**src/rtl/llc_lookup_stage.sv**
```systemverilog
// ---------------------------------------------------------------------------------------------
// llc_lookup_stage
//
// Purpose:
//   Sits downstream of the LLC input decoder. It pops one decoded packet from the decoder-to-mem
//   FIFO and issues a read of the tag/state arrays for that packet's set. After the fixed array
//   latency it runs the way search (lowest hit way, lowest empty way). The registered result is
//   then held for the process_request stage under a valid/ready handshake. Only one lookup is in
//   flight at a time. Idle-class packets are popped and discarded without a read.
//
// Ports:
//   clk, rst               clock; synchronous active-high reset
//   fifo_mem_empty/pop     decoder-to-mem FIFO status and pop strobe
//   in_class/look/set/tag  FIFO head fields (in_class is one-hot, bit 0 = idle)
//   stage_flush            abandon any in-flight lookup; wins over everything but rst
//   mem_rd_en/set          array read strobe and index
//   mem_rd_tags/states     array read data, way i at [i*W +: W]
//   out_valid/ready        result handshake
//   out_*                  registered packet fields and way-search result
//
// Optional feature:
//   Define LLC_LOOKUP_PERF_CNT_EN to add saturating hit/miss counters:
//   perf_clr (in), perf_hit_cnt (out, 32), perf_miss_cnt (out, 32).
// ---------------------------------------------------------------------------------------------
module llc_lookup_stage #(
    parameter int unsigned SET_BITS   = 9,
    parameter int unsigned TAG_BITS   = 14,
    parameter int unsigned WAYS       = 16,
    parameter int unsigned STATE_BITS = 3,
    parameter int unsigned RD_LATENCY = 2
) (
    input  logic                       clk,
    input  logic                       rst,
    input  logic                       fifo_mem_empty,
    output logic                       fifo_mem_pop,
    input  logic [9:0]                 in_class,
    input  logic                       in_look,
    input  logic [SET_BITS-1:0]        in_set,
    input  logic [TAG_BITS-1:0]        in_tag,
    input  logic                       stage_flush,
    output logic                       mem_rd_en,
    output logic [SET_BITS-1:0]        mem_rd_set,
    input  logic [WAYS*TAG_BITS-1:0]   mem_rd_tags,
    input  logic [WAYS*STATE_BITS-1:0] mem_rd_states,
    output logic                       out_valid,
    input  logic                       out_ready,
    output logic [9:0]                 out_class,
    output logic [SET_BITS-1:0]        out_set,
    output logic [TAG_BITS-1:0]        out_tag,
    output logic                       out_hit,
    output logic [$clog2(WAYS)-1:0]    out_way,
    output logic [STATE_BITS-1:0]      out_hit_state,
    output logic                       out_empty_found,
    output logic [$clog2(WAYS)-1:0]    out_empty_way
`ifdef LLC_LOOKUP_PERF_CNT_EN
    ,
    input  logic                       perf_clr,
    output logic [31:0]                perf_hit_cnt,
    output logic [31:0]                perf_miss_cnt
`endif
);

    localparam int unsigned WayW = $clog2(WAYS);
    localparam int unsigned CntW = (RD_LATENCY > 1) ? $clog2(RD_LATENCY) : 1;
    // WAIT lasts RD_LATENCY cycles; the counter runs down to 0 on the sampling cycle.
    localparam logic [CntW-1:0] CntLoad = CntW'(RD_LATENCY - 1);

    localparam logic [1:0] StIdle = 2'd0;
    localparam logic [1:0] StWait = 2'd1;
    localparam logic [1:0] StHold = 2'd2;

    logic [1:0]          state_q, state_d;
    logic [CntW-1:0]     cnt_q, cnt_d;

    // Packet captured at issue, used while its read is outstanding.
    logic [9:0]          cap_class_q;
    logic [SET_BITS-1:0] cap_set_q;
    logic [TAG_BITS-1:0] cap_tag_q;
    logic                cap_look_q;

    logic                can_take;
    logic                issue;
    logic                capture;

    logic                srch_hit;
    logic [WayW-1:0]     srch_way;
    logic [STATE_BITS-1:0] srch_state;
    logic                srch_empty;
    logic [WayW-1:0]     srch_empty_way;

    // ------------------------------------------------------------------
    // Issue logic: a packet may be taken from IDLE, or from HOLD in the
    // same cycle the consumer accepts the current result.
    // ------------------------------------------------------------------
    always_comb begin
        can_take = !rst && !stage_flush && !fifo_mem_empty &&
                   ((state_q == StIdle) || ((state_q == StHold) && out_ready));
        // Idle-class packets are popped but never read.
        issue        = can_take && !in_class[0];
        fifo_mem_pop = can_take;
        mem_rd_en    = issue;
        mem_rd_set   = issue ? in_set : '0;
        out_valid    = (state_q == StHold);
        capture      = (state_q == StWait) && (cnt_q == '0) && !stage_flush;
    end

    // ------------------------------------------------------------------
    // Next-state logic
    // ------------------------------------------------------------------
    always_comb begin
        state_d = state_q;
        cnt_d   = cnt_q;
        case (state_q)
            StIdle: begin
                if (issue) begin
                    state_d = StWait;
                    cnt_d   = CntLoad;
                end
            end
            StWait: begin
                if (cnt_q == '0) begin
                    state_d = StHold;
                end else begin
                    cnt_d = cnt_q - CntW'(1);
                end
            end
            StHold: begin
                if (out_ready) begin
                    if (issue) begin
                        state_d = StWait;
                        cnt_d   = CntLoad;
                    end else begin
                        state_d = StIdle;
                    end
                end
            end
            default: state_d = StIdle;
        endcase
        if (stage_flush) begin
            state_d = StIdle;
        end
    end

    // ------------------------------------------------------------------
    // Way search. Scanning from the top down lets the lowest index win
    // for both the hit and the empty-way result.
    // ------------------------------------------------------------------
    always_comb begin
        srch_hit       = 1'b0;
        srch_way       = '0;
        srch_state     = '0;
        srch_empty     = 1'b0;
        srch_empty_way = '0;
        for (int i = WAYS - 1; i >= 0; i--) begin
            if (cap_look_q &&
                (mem_rd_tags[i*TAG_BITS +: TAG_BITS] == cap_tag_q) &&
                (mem_rd_states[i*STATE_BITS +: STATE_BITS] != '0)) begin
                srch_hit   = 1'b1;
                srch_way   = WayW'(i);
                srch_state = mem_rd_states[i*STATE_BITS +: STATE_BITS];
            end
            if (mem_rd_states[i*STATE_BITS +: STATE_BITS] == '0) begin
                srch_empty     = 1'b1;
                srch_empty_way = WayW'(i);
            end
        end
    end

    // ------------------------------------------------------------------
    // State and result registers
    // ------------------------------------------------------------------
    always_ff @(posedge clk) begin
        if (rst) begin
            state_q         <= StIdle;
            cnt_q           <= '0;
            cap_class_q     <= '0;
            cap_set_q       <= '0;
            cap_tag_q       <= '0;
            cap_look_q      <= 1'b0;
            out_class       <= '0;
            out_set         <= '0;
            out_tag         <= '0;
            out_hit         <= 1'b0;
            out_way         <= '0;
            out_hit_state   <= '0;
            out_empty_found <= 1'b0;
            out_empty_way   <= '0;
        end else begin
            state_q <= state_d;
            cnt_q   <= cnt_d;
            if (issue) begin
                cap_class_q <= in_class;
                cap_set_q   <= in_set;
                cap_tag_q   <= in_tag;
                cap_look_q  <= in_look;
            end
            // Outputs change only when a new result lands; they hold otherwise.
            if (capture) begin
                out_class       <= cap_class_q;
                out_set         <= cap_set_q;
                out_tag         <= cap_tag_q;
                out_hit         <= srch_hit;
                out_way         <= srch_way;
                out_hit_state   <= srch_state;
                out_empty_found <= srch_empty;
                out_empty_way   <= srch_empty_way;
            end
        end
    end

`ifdef LLC_LOOKUP_PERF_CNT_EN
    // cap_look_q still belongs to the held packet during the handshake cycle:
    // a following issue only overwrites it at the closing edge.
    always_ff @(posedge clk) begin
        if (rst || perf_clr) begin
            perf_hit_cnt  <= '0;
            perf_miss_cnt <= '0;
        end else if (out_valid && out_ready && cap_look_q) begin
            if (out_hit) begin
                if (perf_hit_cnt != 32'hFFFF_FFFF) begin
                    perf_hit_cnt <= perf_hit_cnt + 32'd1;
                end
            end else begin
                if (perf_miss_cnt != 32'hFFFF_FFFF) begin
                    perf_miss_cnt <= perf_miss_cnt + 32'd1;
                end
            end
        end
    end
`endif

endmodule

```
**config.mk**
```make
export PLATFORM = sky130hd
export DESIGN_NAME = llc_lookup_stage
export DESIGN_NICKNAME = d
export VERILOG_FILES = /design/src/rtl/llc_lookup_stage.sv
export SDC_FILE = /design/constraint.sdc
export NUM_CORES = 1
export LEC_CHECK = 0
export CELL_PAD_IN_SITES_DETAIL_PLACEMENT = 1
export CELL_PAD_IN_SITES_GLOBAL_PLACEMENT = 1
export CORE_AREA = 2 2 159 161
export CTS_CLUSTER_DIAMETER = 40
export CTS_CLUSTER_SIZE = 30
export DETAILED_ROUTE_END_ITERATION = 7
export DIE_AREA = 0 0 161 163
export GPL_TIMING_DRIVEN = 0
export PLACE_DENSITY = 0.86
export SLEW_MARGIN = 20
export SYNTH_ARGS = -nofsm -noshare
export SYNTH_HDL_FRONTEND = slang
export SYNTH_SLANG_ARGS = --single-unit
```
**constraint.sdc**
```tcl
create_clock -name clk -period 7.3 [get_ports clk]
set_input_delay 0.73 -clock clk [delete_from_list [all_inputs] [get_ports clk]]
set_output_delay 0.73 -clock clk [all_outputs]
set_load 0.005 [all_outputs]
```
Word-level counts from Yosys, hierarchy flattened. Index checks and enable logic that the tools add are counted.

Register bits: 83. Input bits: 311. Output and inout bits: 58. Word-level logic and storage cells: 208.

$add $sub $neg: 1. Eq/ne operators: 21. Muxes and demuxes: 90. Bitwise gates (word level): 1. Reduce and logical (&&, ||, !) cells: 81.

Operator list (number): $eq A14 B14 Y1 (16); $mux W4 (32); $reduce_bool A3 Y1 (17); $logic_not A3 Y1 (16); $mux W3 (16); $logic_and A1 B1 Y1 (39); $mux W1 (36); $mux W9 (1); $mux W2 (3); $pmux W2 S3 (1); $logic_not A1 Y1 (4); $ne A2 B2 Y1 const B (2); $pmux W1 S3 (1); $reduce_and A3 Y1 (1); $eq A2 B1 Y1 const B (1); $eq A2 B2 Y1 const B (1); $logic_not A2 Y1 (1); $ne A2 B1 Y1 const B (1); $reduce_and A2 Y1 (1); $reduce_or A2 Y1 (1); $logic_or A1 B1 Y1 (1); $not A1 Y1 (1); $sub A1 B1 Y1 const B (1).

Longest topological paths before layout.
Depth after elaboration: 19. Gate-level depth with buffers: 10. Mapped depth without buffers: 7.

Worst setup path before layout. Ideal clock, no wire load.

Path kind: in2out. From: input port rst. To: output port mem_rd_set[4]. Arrival time: 2.058 ns. Required time: 6.570 ns. Setup slack: 4.512 ns. Stages on the path: 8. Path buffers: 2. Cells stage by stage: nor4_1 nand2_1 or2_2 clkbuf_1 clkinv_1 clkbuf_1 nand2_1 inv_1.

Cells in the longest elaborated chain, start to end: 6.

RTL lines: start: declaration (RTL line 33) `input logic rst,`; $logic_not A1 Y1 (RTL line 96) `can_take = !rst && !stage_flush && !fifo_mem_empty &&`; $logic_and A1 B1 Y1 (3 in a row) (RTL line 96); $logic_and A1 B1 Y1 (RTL line 99) `issue = can_take && !in_class[0];`; $mux W9 (RTL line 102) `mem_rd_set = issue ? in_set : '0;`; end: declaration (RTL line 42) `output logic [SET_BITS-1:0] mem_rd_set,`.

No other way between the ends.

Worst setup path in the final report.
From: input port rst. To: output port mem_rd_set[5].

The elaborated chain is that of the path after synthesis.

==> report_table.html <==
<table>
<tr><th>Metric</th><th>Value</th></tr>
<tr><th colspan="2">Outcome</th></tr>
<tr><td>Status</td><td>complete, no violations</td></tr>
<tr><th colspan="2">Floorplan</th></tr>
<tr><td>Site row count</td><td>58</td></tr>
<tr><td>Horiz. Die Dim</td><td>~160 um</td></tr>
<tr><td>Starting Density</td><td>0.293</td></tr>
<tr><td>Die H</td><td>between 150 and 200 um</td></tr>
<tr><td>Total die area</td><td>between 20000 and 30000 um2</td></tr>
<tr><td>Core box area</td><td>around 25000 um2</td></tr>
<tr><td>I/O pins</td><td>369</td></tr>
<tr><th colspan="2">Timing</th></tr>
<tr><td>Worst Tran Pin Value</td><td>1.20 ns</td></tr>
<tr><td>Highest attainable clock frequency</td><td>~0.21 GHz</td></tr>
<tr><td>Clock period minus final worst setup slack</td><td>roughly 4.7 ns</td></tr>
<tr><td>Worst clock skew on the final layout</td><td>~0.005 ns</td></tr>
<tr><td>Count of final setup violators</td><td>0</td></tr>
<tr><td>Final sum of negative setup slack</td><td>0 ns</td></tr>
<tr><td>Hold_ws</td><td>about 0.45 ns</td></tr>
<tr><td>RSZ-0062 raised after global routing</td><td>false</td></tr>
<tr><td>Final-report max-slew violation count</td><td>0</td></tr>
<tr><td>Relative slew slack</td><td>0.192</td></tr>
<tr><td>Hold Violations, Final</td><td>0</td></tr>
<tr><td>Fin crit share</td><td>0.644</td></tr>
<tr><th colspan="2">Hold path</th></tr>
<tr><td>Class of the most critical hold timing path</td><td>flop to flop</td></tr>
<tr><td>Hold Path Sink</td><td>out_set[2]$_SDFFE_PP0P_</td></tr>
<tr><td>Cells on Worst Hold Path</td><td>2</td></tr>
<tr><td>Worst hold path startpoint</td><td>out_set[2]$_SDFFE_PP0P_</td></tr>
<tr><th colspan="2">Drt</th></tr>
<tr><td>Number of routed nets with antenna violations</td><td>0</td></tr>
<tr><td>Pre-Repair DR Iteration Count</td><td>7</td></tr>
<tr><td>Vias post-DR</td><td>between 9k and 10k</td></tr>
<tr><td>Final routed wirelength across all metal layers</td><td>40.6 mm</td></tr>
<tr><td>Routed wirelength normalized by instance count</td><td>around 24 um</td></tr>
<tr><td>Iteration-0 DRC count of the detailed router</td><td>555</td></tr>
<tr><td>Number of remaining DRC errors</td><td>0</td></tr>
<tr><td>Mean number of vias per cell</td><td>about 5.5</td></tr>
<tr><th colspan="2">Setup path</th></tr>
<tr><td>Reg2reg setup slack</td><td>about 3.2 ns</td></tr>
<tr><td>Crit path largest cell delay</td><td>0.56 ns</td></tr>
<tr><td>Worst Setup Start Kind</td><td>input port</td></tr>
<tr><td>CP Launch Point</td><td>rst</td></tr>
<tr><td>Worst EP required</td><td>about 6.6 ns</td></tr>
<tr><td>Worst setup EP type</td><td>primary output</td></tr>
<tr><td>Biggest fanout along the worst timing path</td><td>10</td></tr>
<tr><td>Crit-path slowest cell</td><td>sky130_fd_sc_hd__clkdlybuf4s50_1</td></tr>
<tr><td>Cell-by-cell listing of the critical path</td><td>clkdlybuf4s50_1 &gt; nor4_1 &gt; nand2_1 &gt; or2_2 &gt; clkbuf_1 &gt; clkinv_1 &gt; clkbuf_1 &gt; nand2_1 &gt; inv_1 &gt; clkdlybuf4s50_1</td></tr>
<tr><td>Worst Reg2Reg Path Length in Cells</td><td>9</td></tr>
<tr><td>RR Endpoint</td><td>out_hit_state[1]$_SDFFE_PP0P_</td></tr>
<tr><td>Worst setup path category</td><td>input port to primary output</td></tr>
<tr><td>Startpoint of the worst register-to-register path</td><td>cap_look_q$_SDFFE_PP0P_</td></tr>
<tr><td>Data arrival time at the worst-slack endpoint</td><td>between 3 and 4 ns</td></tr>
<tr><th colspan="2">Synthesis</th></tr>
<tr><td>Net count after synthesis</td><td>about 1.3k</td></tr>
<tr><td>Cells after synthesis</td><td>952</td></tr>
<tr><td>Avg Inst Size Synth</td><td>around 7.6 um2</td></tr>
<tr><td>Yosys Warn Count</td><td>0</td></tr>
<tr><td>Cell area after synthesis</td><td>between 7000 and 8000 um2</td></tr>
<tr><td>EDFF count, synth</td><td>0</td></tr>
<tr><td>Synth unique cells</td><td>57</td></tr>
<tr><td>Sequential cell area fraction in the yosys report</td><td>0.230</td></tr>
<tr><td>Flip-flop and latch count after synthesis</td><td>83</td></tr>
<tr><td>FFs w/ async S/R, synth</td><td>0</td></tr>
<tr><td>Top_reg_cell synth</td><td>sky130_fd_sc_hd__dfxtp_1</td></tr>
<tr><th colspan="2">GRT</th></tr>
<tr><td>Leftover overflow at the end of global routing</td><td>0</td></tr>
<tr><td>Via count of the first global-routing pass</td><td>slightly below 10k</td></tr>
<tr><td>Wire length of the first global-routing pass</td><td>approximately 59 mm</td></tr>
<tr><td>Gr usage total</td><td>0.302</td></tr>
<tr><td>Antenna violations before repair</td><td>8</td></tr>
<tr><td>Pin count of the biggest net entering global routing</td><td>15</td></tr>
<tr><th colspan="2">Place</th></tr>
<tr><td>Total half-perimeter wirelength after legalization and detailed placement</td><td>33.3 mm</td></tr>
<tr><td>Total placed instance area</td><td>about 11000 um2</td></tr>
<tr><td>RePlAce Congestion</td><td>between 0.9 and 1</td></tr>
<tr><td>Count of input and output buffers</td><td>between 300 and 400</td></tr>
<tr><th colspan="2">CTS</th></tr>
<tr><td>Post-CTS Hold Buffers</td><td>0</td></tr>
<tr><td>Buffers inserted by post-CTS timing repair</td><td>0</td></tr>
<tr><td># clock sinks</td><td>between 80 and 90</td></tr>
<tr><td>Clock transition at the registers of the reported paths</td><td>around 0.06 ns</td></tr>
<tr><td>Count of H-tree levels built during CTS</td><td>3</td></tr>
<tr><td>Resize count post-CTS</td><td>0</td></tr>
<tr><td>CTS tree</td><td>yes</td></tr>
<tr><td>Number of buffers created by CTS</td><td>9</td></tr>
<tr><td>Clock network latency to the later pin of the worst-skew pair</td><td>around 0.34 ns</td></tr>
<tr><td>CTS Buffer Depth</td><td>2</td></tr>
<tr><td>Clock Root Buffer</td><td>sky130_fd_sc_hd__clkbuf_16</td></tr>
<tr><th colspan="2">Cells and area</th></tr>
<tr><td>Fraction of layout cells with a size suffix above 1</td><td>0.0494</td></tr>
<tr><td>Final-stage net count</td><td>between 1.5k and 2k</td></tr>
<tr><td>Layout overhead on the synthesized area</td><td>61.4%</td></tr>
<tr><td>Area of all placed cells without fillers</td><td>around 12000 um2</td></tr>
<tr><th colspan="2">Power and ir drop</th></tr>
<tr><td>Pwr Density</td><td>~110 nW/um2</td></tr>
<tr><td>P_leak</td><td>between 3 and 4 nW</td></tr>
<tr><td>Peak supply drop</td><td>around 100 uV</td></tr>
<tr><th colspan="2">Flow run</th></tr>
<tr><td>Number of maximum-capacitance constraint violations</td><td>0</td></tr>
</table>
[critical path, delay by kind of cell]
kind          cells  cell delay, ns
buf+inv           6            2.32
simple gates      4            0.92
[metrics by stage]
| step | worst slack, ns | util | std cells | total power, mW |
|---|---|---|---|---|
| after detailed placement | 2.62 | 0.459 | 1651 | 0.857 |
| after CTS | 2.61 | 0.472 | 1667 | 1.33 |
| final | 2.60 | 0.472 | 1672 | 1.33 |
| after global routing | 2.50 | 0.472 | 1671 | 1.38 |
| after global placement | 2.71 | 0.459 | 1650 | 0.850 |
| after floorplan | 4.51 | - | 952 | 0.616 |
[worst max-delay path by stage]
stage / to / slack, ns / cells past startpoint
floorplan: mem_rd_set[4] / 4.51 / 8
global placement: mem_rd_set[5] / 2.71 / 10
detailed placement: mem_rd_set[5] / 2.62 / 10
CTS: mem_rd_set[5] / 2.61 / 10
global route: mem_rd_set[5] / 2.50 / 10
finish: mem_rd_set[5] / 2.60 / 10
[Yosys cell counts, drive strengths merged (3+ instances only)]
cell,n,share of area
a211oi,7,0.0073
a311oi,3,0.0036
nor4,24,0.025
nor3,12,0.0083
nor3b,8,0.0083
buf,34,0.043
o221ai,3,0.0036
nand2,157,0.082
or3,17,0.015
a21oi,87,0.061
or2,5,0.0043
nand4,119,0.10
nand2b,4,0.0035
nor2b,6,0.0052
nand3b,6,0.0062
nor2,27,0.014
o211ai,5,0.0052
a31oi,3,0.0026
and2,3,0.0026
or4,15,0.016
xor2,3,0.0036
xnor2,221,0.27
clkbuf,28,0.015
inv,20,0.010
nand3,12,0.0083
o21ai,12,0.0083
dfxtp,83,0.23
[flip-flops by register name (all words and copies together) (netlist names)]
| register | count |
|---|---|
| out_way | 4 |
| cap_tag_q | 14 |
| out_hit | 1 |
| out_tag | 14 |
| out_empty_way | 4 |
| out_empty_found | 1 |
| cap_class_q | 10 |
| out_set | 9 |
| cap_look_q | 1 |
| out_class | 10 |
| cap_set_q | 9 |
| state_q | 2 |
| cnt_q | 1 |
| out_hit_state | 3 |
[cell families after synthesis]
logic type / share of synthesized area
AOI/OAI and AO/OA: 0.116
xor gates and xnor gates: 0.273
buffers and inverters: 0.0681
DFF: 0.230
muxes: 0.00156
and+or+nand+nor: 0.311
[final cells by class]
class / instances / area [um2]
fillers: 3016 / 13000
multi-input cells: 786 / 5090
repair buffers: 369 / 3690
flip-flops and latches: 83 / 1660
plain buffers: 62 / 413
well taps: 330 / 413
clock buffers: 11 / 243
inverters: 21 / 78.8
clock inverters: 5 / 60.1
diodes: 5 / 12.5
[metal layers]
layer  GRT usage  routed length (um)
met5           0                  13
met4       0.136                1760
met3      0.0591                2810
met2       0.532               19700
met1       0.355               16300
[report_power, final]
part | internal (mW) | switching (mW) | total [mW]
clock network | 0.276 | 0.200 | 0.477
logic | 0.227 | 0.167 | 0.394
registers | 0.457 | 0.00250 | 0.460
total | 0.961 | 0.370 | 1.33
[cell usage in the layout (no fill, tap or decap), types with 6 or more instances in the layout]
master / Yosys / final
sky130_fd_sc_hd__clkbuf_1: 28 / 29
sky130_fd_sc_hd__buf_2: 6 / 7
sky130_fd_sc_hd__nor3b_1: 8 / 8
sky130_fd_sc_hd__clkdlybuf4s50_1: 0 / 368
sky130_fd_sc_hd__nand3b_1: 6 / 6
sky130_fd_sc_hd__buf_6: 21 / 21
sky130_fd_sc_hd__inv_1: 20 / 20
sky130_fd_sc_hd__or4_1: 14 / 14
sky130_fd_sc_hd__xnor2_1: 220 / 220
sky130_fd_sc_hd__nand4_1: 119 / 119
sky130_fd_sc_hd__dfxtp_1: 83 / 83
sky130_fd_sc_hd__or3_1: 17 / 17
sky130_fd_sc_hd__nor2_1: 27 / 27
sky130_fd_sc_hd__nand3_1: 12 / 12
sky130_fd_sc_hd__a211oi_1: 7 / 7
sky130_fd_sc_hd__nand2_1: 157 / 157
sky130_fd_sc_hd__nor4_1: 21 / 18
sky130_fd_sc_hd__o21ai_0: 12 / 12
sky130_fd_sc_hd__a21oi_1: 86 / 86
sky130_fd_sc_hd__clkbuf_16: 0 / 9
sky130_fd_sc_hd__nor2b_1: 6 / 6
sky130_fd_sc_hd__nor3_1: 12 / 12
Power figures use the tool's default switching activity.
